$ cat src/rtl/xilinx_sp_bram_ctrl.sv
`default_nettype none
// ============================================================================
// Module   : xilinx_sp_bram_ctrl
// Purpose  : Valid/ready request initiator for a single-port BRAM with an
//            in-order, credit-protected read response FIFO.
//            Optional power-up zero sweep: SP_BRAM_CTRL_INIT_CLEAR_EN.
// Revision : 1.0 - initial release
// ============================================================================
module xilinx_sp_bram_ctrl #(
    parameter int ADDR_WIDTH = 10,
    parameter int DATA_WIDTH = 32,
    parameter int WE_WIDTH   = 4,
    parameter int DO_REG     = 0,
    parameter int FIFO_DEPTH = 4
) (
    input  logic                  CLK,
    input  logic                  RST,
    input  logic                  req_valid,
    output logic                  req_ready,
    input  logic                  req_we,
    input  logic [ADDR_WIDTH-1:0] req_addr,
    input  logic [DATA_WIDTH-1:0] req_wdata,
    input  logic [WE_WIDTH-1:0]   req_be,
    output logic                  rsp_valid,
    input  logic                  rsp_ready,
    output logic [DATA_WIDTH-1:0] rsp_rdata,
    output logic                  init_done,
    output logic [14:0]           BRAM_ADDR,
    output logic                  BRAM_EN,
    output logic [7:0]            BRAM_WE,
    output logic [DATA_WIDTH-1:0] BRAM_DI,
    output logic                  BRAM_REGCE,
    output logic                  BRAM_RST,
    input  logic [DATA_WIDTH-1:0] BRAM_DO
);

    localparam int c_rd_lat = 1 + DO_REG;
    localparam int c_pw     = $clog2(FIFO_DEPTH);
    localparam int c_cw     = $clog2(FIFO_DEPTH + 1);

    typedef enum logic [1:0] {
        ST_INIT  = 2'd0,
`ifdef SP_BRAM_CTRL_INIT_CLEAR_EN
        ST_CLEAR = 2'd1,
`endif
        ST_RUN   = 2'd2
    } state_t;

    state_t                r_state;
    state_t                w_state_nxt;
    logic                  w_req_hs;
    logic                  w_rd_hs;
    logic                  w_push;
    logic                  w_pop;
    logic                  w_full;
    logic [c_cw-1:0]       r_credit;
    logic [c_cw-1:0]       r_count;
    logic [c_pw-1:0]       r_wptr;
    logic [c_pw-1:0]       r_rptr;
    logic [DATA_WIDTH-1:0] r_mem [FIFO_DEPTH];
    logic [c_rd_lat-1:0]   r_lat;

    assign BRAM_REGCE = 1'b1;
    assign BRAM_RST   = 1'b0;

    // Credits count reads accepted but not yet consumed, so the FIFO can never overflow.
    assign req_ready = (r_state == ST_RUN) && (r_credit < c_cw'(FIFO_DEPTH));
    assign init_done = (r_state == ST_RUN);
    assign w_req_hs  = req_valid && req_ready;
    assign w_rd_hs   = w_req_hs && !req_we;

    always_ff @(posedge CLK or posedge RST) begin
        if (RST) begin
            r_state <= ST_INIT;
        end else begin
            r_state <= w_state_nxt;
        end
    end

`ifdef SP_BRAM_CTRL_INIT_CLEAR_EN
    logic [ADDR_WIDTH-1:0] r_clr_addr;

    always_ff @(posedge CLK or posedge RST) begin
        if (RST) begin
            r_clr_addr <= '0;
        end else if (r_state == ST_CLEAR) begin
            r_clr_addr <= r_clr_addr + ADDR_WIDTH'(1);
        end
    end
`endif

    always_comb begin
        w_state_nxt = r_state;
        BRAM_EN     = 1'b0;
        BRAM_WE     = 8'h00;
        BRAM_ADDR   = 15'h0000;
        BRAM_DI     = '0;
        case (r_state)
            ST_INIT: begin
`ifdef SP_BRAM_CTRL_INIT_CLEAR_EN
                w_state_nxt = ST_CLEAR;
`else
                w_state_nxt = ST_RUN;
`endif
            end
`ifdef SP_BRAM_CTRL_INIT_CLEAR_EN
            ST_CLEAR: begin
                BRAM_EN   = 1'b1;
                BRAM_WE   = 8'hFF;
                BRAM_ADDR = 15'(r_clr_addr);
                if (&r_clr_addr) begin
                    w_state_nxt = ST_RUN;
                end
            end
`endif
            ST_RUN: begin
                if (w_req_hs) begin
                    BRAM_EN   = 1'b1;
                    BRAM_ADDR = 15'(req_addr);
                    BRAM_DI   = req_wdata;
                    BRAM_WE   = req_we ? 8'(req_be) : 8'h00;
                end
            end
            default: w_state_nxt = ST_INIT;
        endcase
    end

    // Read-valid pipe matches the BRAM read latency; its tail marks BRAM_DO as valid.
    if (c_rd_lat == 1) begin : g_lat_single
        always_ff @(posedge CLK or posedge RST) begin
            if (RST) begin
                r_lat <= '0;
            end else begin
                r_lat <= w_rd_hs;
            end
        end
    end else begin : g_lat_multi
        always_ff @(posedge CLK or posedge RST) begin
            if (RST) begin
                r_lat <= '0;
            end else begin
                r_lat <= {r_lat[c_rd_lat-2:0], w_rd_hs};
            end
        end
    end

    assign w_push    = r_lat[c_rd_lat-1];
    assign w_full    = (r_count == c_cw'(FIFO_DEPTH));
    assign rsp_valid = (r_count != '0);
    assign rsp_rdata = r_mem[r_rptr];
    assign w_pop     = rsp_valid && rsp_ready;

    always_ff @(posedge CLK or posedge RST) begin
        if (RST) begin
            r_credit <= '0;
        end else begin
            case ({w_rd_hs, w_pop})
                2'b10:   r_credit <= r_credit + c_cw'(1);
                2'b01:   r_credit <= r_credit - c_cw'(1);
                default: r_credit <= r_credit;
            endcase
        end
    end

    always_ff @(posedge CLK or posedge RST) begin
        if (RST) begin
            r_wptr  <= '0;
            r_rptr  <= '0;
            r_count <= '0;
            for (int i = 0; i < FIFO_DEPTH; i++) begin
                r_mem[i] <= '0;
            end
        end else begin
            if (w_push) begin
                r_mem[r_wptr] <= BRAM_DO;
                r_wptr        <= r_wptr + c_pw'(1);
            end
            if (w_pop) begin
                r_rptr <= r_rptr + c_pw'(1);
            end
            r_count <= r_count + c_cw'(w_push) - c_cw'(w_pop);
        end
    end

    a_no_overflow: assert property (@(posedge CLK) disable iff (RST) !(w_push && w_full && !w_pop))
        else $fatal(1, "xilinx_sp_bram_ctrl: response FIFO overflow");

endmodule
`default_nettype wire
$ cat config.mk
export PLATFORM = sky130hd
export DESIGN_NAME = xilinx_sp_bram_ctrl
export DESIGN_NICKNAME = d
export VERILOG_FILES = /design/src/rtl/xilinx_sp_bram_ctrl.sv
export SDC_FILE = /design/constraint.sdc
export NUM_CORES = 1
export LEC_CHECK = 0
export ABC_CLOCK_PERIOD_IN_PS = 4150
export BUFFER_PORTS_ARGS = -buffer_cell sky130_fd_sc_hd__buf_2
export CAP_MARGIN = 20
export CORE_ASPECT_RATIO = 0.6
export CORE_MARGIN = 2
export CORE_UTILIZATION = 48
export CTS_BUF_LIST = sky130_fd_sc_hd__clkbuf_16
export CTS_CLUSTER_DIAMETER = 200
export CTS_CLUSTER_SIZE = 25
export DETAILED_ROUTE_END_ITERATION = 8
export PLACE_DENSITY = 0.88
export SLEW_MARGIN = 15
export SYNTH_ARGS = -nofsm -noshare
export SYNTH_HDL_FRONTEND = slang
export SYNTH_SLANG_ARGS = --single-unit
$ cat constraint.sdc
create_clock -name CLK -period 4.15 [get_ports CLK]
set_clock_uncertainty 0.2 [all_clocks]
set_input_delay 0.2075 -clock CLK [delete_from_list [all_inputs] [get_ports CLK]]
set_output_delay 0.2075 -clock CLK [all_outputs]
set_load 0.01 [all_outputs]
Word-level counts from Yosys, hierarchy flattened
Cells that the tools add are included.
{ "word_totals": {"reg_bits": 141, "word_cells": 51, "in_bits": 83} }
{ "op_classes": {"eq_ne": 3, "n_addsub": 6, "bitwise": 2, "mux": 17, "magnitude_cmp": 4, "reduce_logical": 9} }
{ "op_table": {"columns": ["operator", "count"], "rows": [
  ["$mux 32", 5],
  ["$bwmux 128", 1],
  ["$bmux 32 s2", 1],
  ["$demux 32 s2", 1],
  ["$mux 10", 2],
  ["$mux 4", 3],
  ["$ge 3x3->1 const B", 2],
  ["$not 2->3", 2],
  ["$pmux 3 s2", 1],
  ["$logic_and 1x1->1", 5],
  ["$add 2x1->2 const B", 2],
  ["$eq 2x2->1 const B", 2],
  ["$pmux 2 s2", 1],
  ["$add 3x1->3", 1],
  ["$add 3x1->3 const B", 1],
  ["$lt 3x1->1 const B", 1],
  ["$lt 3x3->1 const B", 1],
  ["$reduce_bool 3->1", 1],
  ["$sub 3x1->3", 1],
  ["$sub 3x1->3 const B", 1],
  ["$eq 2x1->1 const B", 1],
  ["$logic_not 2->1", 1],
  ["$mux 1", 2],
  ["$reduce_bool 2->1", 1],
  ["$logic_not 1->1", 1]
]} }

Depth between registers and ports, before layout
Gate-level depths: netlist of the first run.
{ "logic_depth": {"word_depth": 6, "mapped_depth": 6} }

Worst setup path after synthesis of the first run
No wires, ideal clock.
{ "synth_path": {"path_kind": "register to register", "from": "register r_count[1]", "to": "register r_count[2]", "arrival_time_ps": 1648, "required_ps": 3827, "setup_ps": 123, "slack_ps": 2179, "path_stages_with_launch": 7, "synth_period_minus_slack_ps": 1971, "cell_sequence": "dfrtp_1 -> o31a_4 -> nand2b_1 -> nand2_1 -> ha_1 -> fa_1 -> xnor2_1"} }
{ "synth_via": {"elab_chain_cells": 3, "elab_cells_between_ends": 4, "classes_between": "add/sub: 2; reduce/logical: 2"} }
{ "synth_rtl": {"columns": ["element", "line_no", "source"], "rows": [
  ["start: declaration", "57", "logic [c_cw-1:0] r_count;"],
  ["start signal: assignment", "181", "r_count <= r_count + c_cw'(w_push) - c_cw'(w_pop);"],
  ["parallel branches: the longest is 2 deep, another holds $add 3x1->3", null, null],
  ["$sub 3x1->3 *", "181", null]
]} }
Mark *: on every way between the ends.
A chain may end at the register's enable or synchronous reset.

Final worst setup path of the first run
{ "layout_path": {"from": "register r_rptr[0]", "to": "output port rsp_rdata[26]"} }
{ "layout_via": {"elab_chain_cells": 4} }
{ "layout_rtl": {"columns": ["element", "line_no", "source"], "rows": [
  ["start: declaration", "59", "logic [c_pw-1:0] r_rptr;"],
  ["start signal: assignment", "179", "r_rptr <= r_rptr + c_pw'(1);"],
  ["$not 2->3 (not written as such)", "150", "assign rsp_rdata = r_mem[r_rptr];"],
  ["$bmux 32 s2", "150", null],
  ["$mux 32 (not written as such) (2 in a row)", "150", null],
  ["end: declaration", "26", "output logic [DATA_WIDTH-1:0] rsp_rdata,"]
]} }
Every way passes these cells. The select of a mux whose other input is x is not followed.

==> out/qor.txt, run 1 <==
STATUS
--------------------------------------------------------------------------------------------------------
Result of the run                                                                           finished clean

LOGIC SYNTHESIS
--------------------------------------------------------------------------------------------------------
Top cells by count, synth                                                                   dfrtp_1, mux2_2, and3_1
Number of distinct library cell variants in the gate-level netlist after synthesis                    29
Mean area per synthesized cell                                                                15.26 um^2
Mapped Cells                                                                                         430
Seq cells post-synth                                                                                 140
Most used standard cell by instance count after synthesis                                        dfrtp_1
Share of flip-flops with an asynchronous set or reset after synthesis                              1.000
Sequential cell area fraction in the yosys report                                                 0.5339
Top FF cell, synth                                                                               dfrtp_1
Portion of synthesized cell area occupied by the leading cell type                                0.5339
Cell area after synthesis                                                                   0.006561 mm^2
Number of enable flip-flop cells after synthesis                                                       0
Area contributors post-synth                                                                dfrtp_1, mux2_2, mux4_2
Cell type with the largest total area after synthesis                                            dfrtp_1
Yosys warning total                                                                                    0

PWR
--------------------------------------------------------------------------------------------------------
Overall power of the completed layout                                                            6274 uW
Total power divided by cell area                                                            749.5 mW/mm^2
Peak supply drop                                                                               0.3532 mV
Leak pwr                                                                                     0.004008 uW

DIE
--------------------------------------------------------------------------------------------------------
Cell Rows                                                                                             33
Floorplan core area                                                                         0.01350 mm^2
Number of top-level pins                                                                             176
Width of the die                                                                                154.9 um
Chip Height                                                                                     94.56 um
Die Outline Area                                                                            0.01465 mm^2
Starting density of the core                                                                      0.4860

CTS
--------------------------------------------------------------------------------------------------------
Count of hold buffers inserted by post-cts repair                                                     34
H-tree lvl count                                                                                       4
Post-cts repair resize count                                                                           0
TritonCTS clock tree                                                                                 yes
Total clock buffers created by CTS                                                                    17
Root buffer cell                                                                               clkbuf_16
Number of setup buffers added after CTS                                                                0
Number of sinks on the clock net                                                                     140
Latest clock arrival within the worst-skew pair                                                   410 ps
CTS max path bufs                                                                                      2
Post-CTS clock slew at the launch and capture registers of the worst setup and hold paths          60 ps

GLOBAL ROUTING
--------------------------------------------------------------------------------------------------------
Maximum number of pins on one net before global-route repair                                         141
Global routing met2 resource utilization                                                          0.3581
Met3 Usage GRT                                                                                   0.05507
Antenna violations before repair                                                                       0
Global routing usage summed across all routing layers                                             0.2098
Grt peak-use layer                                                                                  met2
Number of global-route vias before repair                                                           4555
Remaining global-route overflow                                                                        0
Global-route wire length before repair                                                          23470 um
Met1 track utilization from global routing                                                        0.2738

STA
--------------------------------------------------------------------------------------------------------
Unrepaired setup endpoints after global routing                                                       no
Transition time at the pin with the least slew margin                                           922.8 ps
Worst rel slew slack                                                                              0.3826
Final-report max-slew violation count                                                                  0
Final critical-path required period                                                              2701 ps
Highest clock rate                                                                             370.2 MHz
Final hold vios                                                                                        0
Setup Viol. Count Final                                                                                0
Setup total negative slack                                                                          0 ps
Final worst path period share                                                                     0.6509

WORST SETUP PATH
--------------------------------------------------------------------------------------------------------
Type of element launching the critical path                                                         flop
Register-to-register setup slack                                                                 2000 ps
Critical path capture point type                                                             output port
Peak fanout along the critical path                                                                   18
Required time of the critical path                                                               3740 ps
Class of the most critical setup path                                                       flop to output port
Worst path arrival time                                                                          2290 ps
Launch instance of the worst register-to-register path                                      r_wptr[0]$_DFFE_PP0P_
Critical Path Start                                                                         r_rptr[0]$_DFFE_PP0P_

LAYOUT
--------------------------------------------------------------------------------------------------------
Antenna Diode Count                                                                                    0
Fraction of final layout cells with drive strength greater than 1                                 0.5640
Number of fill cells                                                                                1008
Layout net count                                                                                     710
Area delta synth->final                                                                           27.57%
Multi-input gate area                                                                       0.002831 mm^2
Sequential Area                                                                             0.003506 mm^2

DRT
--------------------------------------------------------------------------------------------------------
Total routed wirelength                                                                         14870 um
Number of antenna-violating nets in the routed design                                                  0
Vias per inst                                                                                      5.375
Routed wirelength normalized by instance count                                                  18.40 um
1st-iter DRT viols                                                                                   191
Remaining DRCs                                                                                         0
Routed vias                                                                                         4343
Number of detailed-route iterations in the first pass                                                  4

HOLD PATH
--------------------------------------------------------------------------------------------------------
Worst min path class                                                                        input pin to flop
Hold wc startpoint                                                                                req_we

PLACEMENT
--------------------------------------------------------------------------------------------------------
Final weighted congestion in routability-driven placement                                         0.7305
Estimated wirelength of the detail-placed design                                                 9788 um
Number of port buffers                                                                               164

RUN
--------------------------------------------------------------------------------------------------------
Max capacitance violation total                                                                        0

## cells in the final DEF, fill, tap and decap left out, types with 3 or more instances in the layout
| cell type | netlist | routed |
|---|---|---|
| buf_2 | 16 | 164 |
| dfrtp_1 | 140 | 138 |
| mux2_2 | 119 | 119 |
| and3_1 | 46 | 46 |
| dlygate4sd3_1 | 0 | 34 |
| mux4_2 | 32 | 32 |
| clkbuf_16 | 0 | 17 |
| conb_1 | 2 | 12 |
| mux2_1 | 9 | 9 |
| inv_1 | 7 | 7 |
| ha_1 | 5 | 5 |
| nand2_2 | 4 | 4 |
| nand2_1 | 4 | 4 |
| xnor2_1 | 4 | 4 |
| clkinvlp_4 | 0 | 4 |
| clkinv_4 | 0 | 4 |
| clkinv_1 | 0 | 3 |
## logic make-up (layout without fill, tap and decap cells)
family | after synthesis | count (layout) | share of synthesized area
compound gates | 5 | 5 | 0.006676
simple gates | 61 | 61 | 0.05797
mux | 161 | 161 | 0.3310
other cells | 2 | 12 | 0.001145
fa+ha+maj | 7 | 7 | 0.01564
flops | 140 | 140 | 0.5339
buf+inv | 47 | 240 | 0.04138
xor+xnor | 7 | 7 | 0.01220
## worst max-delay path: stages, from the launching register on
cell and delay (ps):
dfrtp_2 800, buf_12 270, buf_4 150, mux4_2 490, buf_2 160
## sequential cells by signal, indices dropped and copies added (netlist names)
signal / flops
r_mem: 128
r_count: 3
r_credit: 3
r_rptr: 2
r_wptr: 2
r_lat: 1
r_state: 1
## stage by stage
stage	setup WS, ps	hold WS (ps)	area [um^2]	utilization	instances
4_1_cts	1359	5.668	8366	0.6196	808
5_1_grt	1281	7.650	8371	0.6200	808
3_5_place_dp	1831	269.7	7450	0.5518	742
6_report	1449	17.50	8371	0.6200	808
3_3_place_gp	1630	257.3	7430	0.5503	741
2_1_floorplan	1993	139.2	6603	-	440
## layout make-up
cell class | count | share of cell area
clock buffer | 17 | 0.05082
clock inverter | 15 | 0.01794
inverter | 7 | 0.003587
multi-input combinational | 253 | 0.3383
sequential | 140 | 0.4188
tap | 175 | 0.02616
timing repair buffer | 201 | 0.1444
## final timing paths
check	to	cells after the start
max in group asynchronous	r_mem[25]$_DFFE_PP0P_	4
setup / recovery	rsp_rdata[26]	4
hold reg to reg	r_credit[0]$_DFFE_PP0P_	1
min in group asynchronous	r_mem[67]$_DFFE_PP0P_	4
hold / removal	r_lat$_DFF_PP0_	2
setup reg to reg	r_mem[44]$_DFFE_PP0P_	4
## routing by layer
layer	part of all wire	wire, um	vias up
li1	-	-	1931
met1	0.44	6529	2284
met2	0.51	7622	118
met3	0.043	645	10
met4	0.0048	72	0
met5	0	0	-
## power by group
| part | internal, uW | leakage (uW) | switching [uW] | total (uW) |
|---|---|---|---|---|
| logic | 1360 | 0.00210 | 874 | 2240 |
| clock network | 882 | 0.000274 | 582 | 1460 |
| registers | 2060 | 0.00163 | 513 | 2570 |
Note: power is estimated with default switching activity, not from simulation.
==> inputs of run 2 (changes only) <==
- ABC_CLOCK_PERIOD_IN_PS: 4150 -> 2270
- clock period: 4.15 -> 2.27 ns (I/O delays scaled with it)
==> out/qor.txt, run 2 (synthesis gave the netlist of run 1 again) <==
STATUS
--------------------------------------------------------------------------------------------------------
Result of the run                                                                           finished clean

LAYOUT
--------------------------------------------------------------------------------------------------------
Layout net count                                                                                     729
Area delta synth->final                                                                           31.16%
Largest regs                                                                                r_mem: 128 flops, r_count: 3 flops, r_credit: 3 flops
Most common cell after layout, fill and taps aside                                                 buf_2
Most frequent cells in the layout                                                           buf_2, dfrtp_1, mux2_2, and3_1, dlygate4sd3_1
Fraction of final layout cells with drive strength greater than 1                                 0.5798
Antenna Diode Count                                                                                    0
Number of flip-flops under the largest register name                                                 128
Largest register by flop count                                                                     r_mem

GLOBAL ROUTING
--------------------------------------------------------------------------------------------------------
Met3 Usage GRT                                                                                   0.04681
Grt peak-use layer                                                                                  met2
Maximum number of pins on one net before global-route repair                                          44
Global routing usage summed across all routing layers                                             0.2068
Global routing met2 resource utilization                                                          0.3404
Met1 track utilization from global routing                                                        0.2787
Number of global-route vias before repair                                                           4660
Global-route wire length before repair                                                          23220 um
Remaining global-route overflow                                                                        0
Antenna violations before repair                                                                       0

PWR
--------------------------------------------------------------------------------------------------------
Total power divided by cell area                                                            1346 mW/mm^2
Overall power of the completed layout                                                           11590 uW
Leak pwr                                                                                     0.004126 uW
Peak supply drop                                                                               0.6962 mV

DRT
--------------------------------------------------------------------------------------------------------
Number of detailed-route iterations in the first pass                                                  4
Remaining DRCs                                                                                         0
Total routed wirelength                                                                         14570 um
Routed wirelength normalized by instance count                                                  17.61 um
1st-iter DRT viols                                                                                   190
Vias per inst                                                                                      5.238
Routed vias                                                                                         4332
Number of antenna-violating nets in the routed design                                                  0

RUN
--------------------------------------------------------------------------------------------------------
Max capacitance violation total                                                                        0

WORST SETUP PATH
--------------------------------------------------------------------------------------------------------
Required time of the critical path                                                               1960 ps
Launch instance of the worst register-to-register path                                      r_count[1]$_DFF_PP0_
Class of the most critical setup path                                                       flop to output port
Peak fanout along the critical path                                                                   22
Critical Path Start                                                                         r_rptr[1]$_DFFE_PP0P_
Cell-by-cell trace of the critical path                                                     buf_12 -> mux4_2 -> buf_2
Critical path's slowest cell                                                                     dfrtp_2
Type of element launching the critical path                                                         flop
Critical path capture point type                                                             output port
Worst path arrival time                                                                          1780 ps
Slowest cell delay on critical path                                                               590 ps

STA
--------------------------------------------------------------------------------------------------------
Final hold vios                                                                                        0
Worst rel slew slack                                                                              0.5113
Transition time at the pin with the least slew margin                                           731.5 ps
Final-report max-slew violation count                                                                  0
Unrepaired setup endpoints after global routing                                                       no
Highest clock rate                                                                             477.9 MHz
Setup Viol. Count Final                                                                                0
Final worst path period share                                                                     0.9218
Final critical-path required period                                                              2092 ps
Setup total negative slack                                                                          0 ps

PLACEMENT
--------------------------------------------------------------------------------------------------------
Final weighted congestion in routability-driven placement                                         0.7278
Estimated wirelength of the detail-placed design                                                 9976 um
Number of port buffers                                                                               164

CTS
--------------------------------------------------------------------------------------------------------
Root buffer cell                                                                               clkbuf_16
H-tree lvl count                                                                                       4
Latest clock arrival within the worst-skew pair                                                   410 ps
Number of sinks on the clock net                                                                     140
TritonCTS clock tree                                                                                 yes
Total clock buffers created by CTS                                                                    17
Post-CTS clock slew at the launch and capture registers of the worst setup and hold paths          60 ps
CTS max path bufs                                                                                      2

DIE
--------------------------------------------------------------------------------------------------------
Width of the die                                                                                154.9 um
Floorplan core area                                                                         0.01350 mm^2
Chip Height                                                                                     94.56 um
Cell Rows                                                                                             33
Number of top-level pins                                                                             176
Die Outline Area                                                                            0.01465 mm^2
Starting density of the core                                                                      0.4860

HOLD PATH
--------------------------------------------------------------------------------------------------------
Hold wc startpoint                                                                                req_we
Worst min path class                                                                        input pin to flop

## run 2: changes by cell type in the layout (fill, tap and decap cells not counted), sizes merged
cell / change
buf: +17
clkinv: -5
clkinvlp: +1
inv: +5
dlygate4sd3: +2
bufinv: -1
## run 2: what timing repair did
action,in CTS,in global routing
buffers inserted,0,1
hold buffers,36,0
resized for setup,1,0
endpoints found under the hold margin,156,0
pin swaps,0,0
setup endpoints to repair,16,10
## run 2: path summary, 6_finish.rpt
path                                           end  slack, ps  cells after the start
setup / recovery                      rsp_rdata[1]        180                      3
hold / removal             r_credit[2]$_DFFE_PP0P_        100                      4
setup reg to reg              r_count[2]$_DFF_PP0_        200                      6
hold reg to reg            r_credit[0]$_DFFE_PP0P_        280                      1
max in group asynchronous   r_mem[105]$_DFFE_PP0P_       1040                      4
min in group asynchronous     r_count[1]$_DFF_PP0_        170                      3
## run 2: metrics by stage
step	setup slack, ps	cells	instance area (um^2)	util	hold slack (ps)
global route	97.36	827	8606	0.6374	120.3
global placement	243.9	758	7645	0.5662	64.75
CTS	12.61	826	8586	0.6359	84.27
finish	177.6	827	8606	0.6374	101.1
floorplan	207.4	440	6603	-	45.18
detailed placement	212.9	758	7645	0.5662	67.23
## run 2: report_power, final
part / leakage, uW / internal, uW / switching (uW)
logic: 0.00222 / 2620 / 1780
registers: 0.00163 / 3770 / 737
clock network: 0.000272 / 1540 / 1140
total: 0.00413 / 7930 / 3650
## run 2: final cells by class
class / count / area [um^2]
multi-input cells: 253 / 2826
clock inverters: 15 / 152.6
well taps: 175 / 219.0
inverters: 7 / 30.03
repair buffers: 220 / 1444
flip-flops and latches: 140 / 3508
fillers: 984 / 4896
clock buffers: 17 / 425.4
## run 2: routing by layer
metal | share of wire | wire (um) | up-vias
li1 | - | - | 1977
met1 | 0.46 | 6733 | 2243
met2 | 0.49 | 7154 | 96
met3 | 0.039 | 562 | 16
met4 | 0.0078 | 114 | 0
met5 | 0 | 0 | -
## run 2: critical path, delay by kind of cell, from the launching register on
family,cells,cell delay (ps)
flip-flops,1,590
buffers and inverters,2,410
multiplexers,1,360
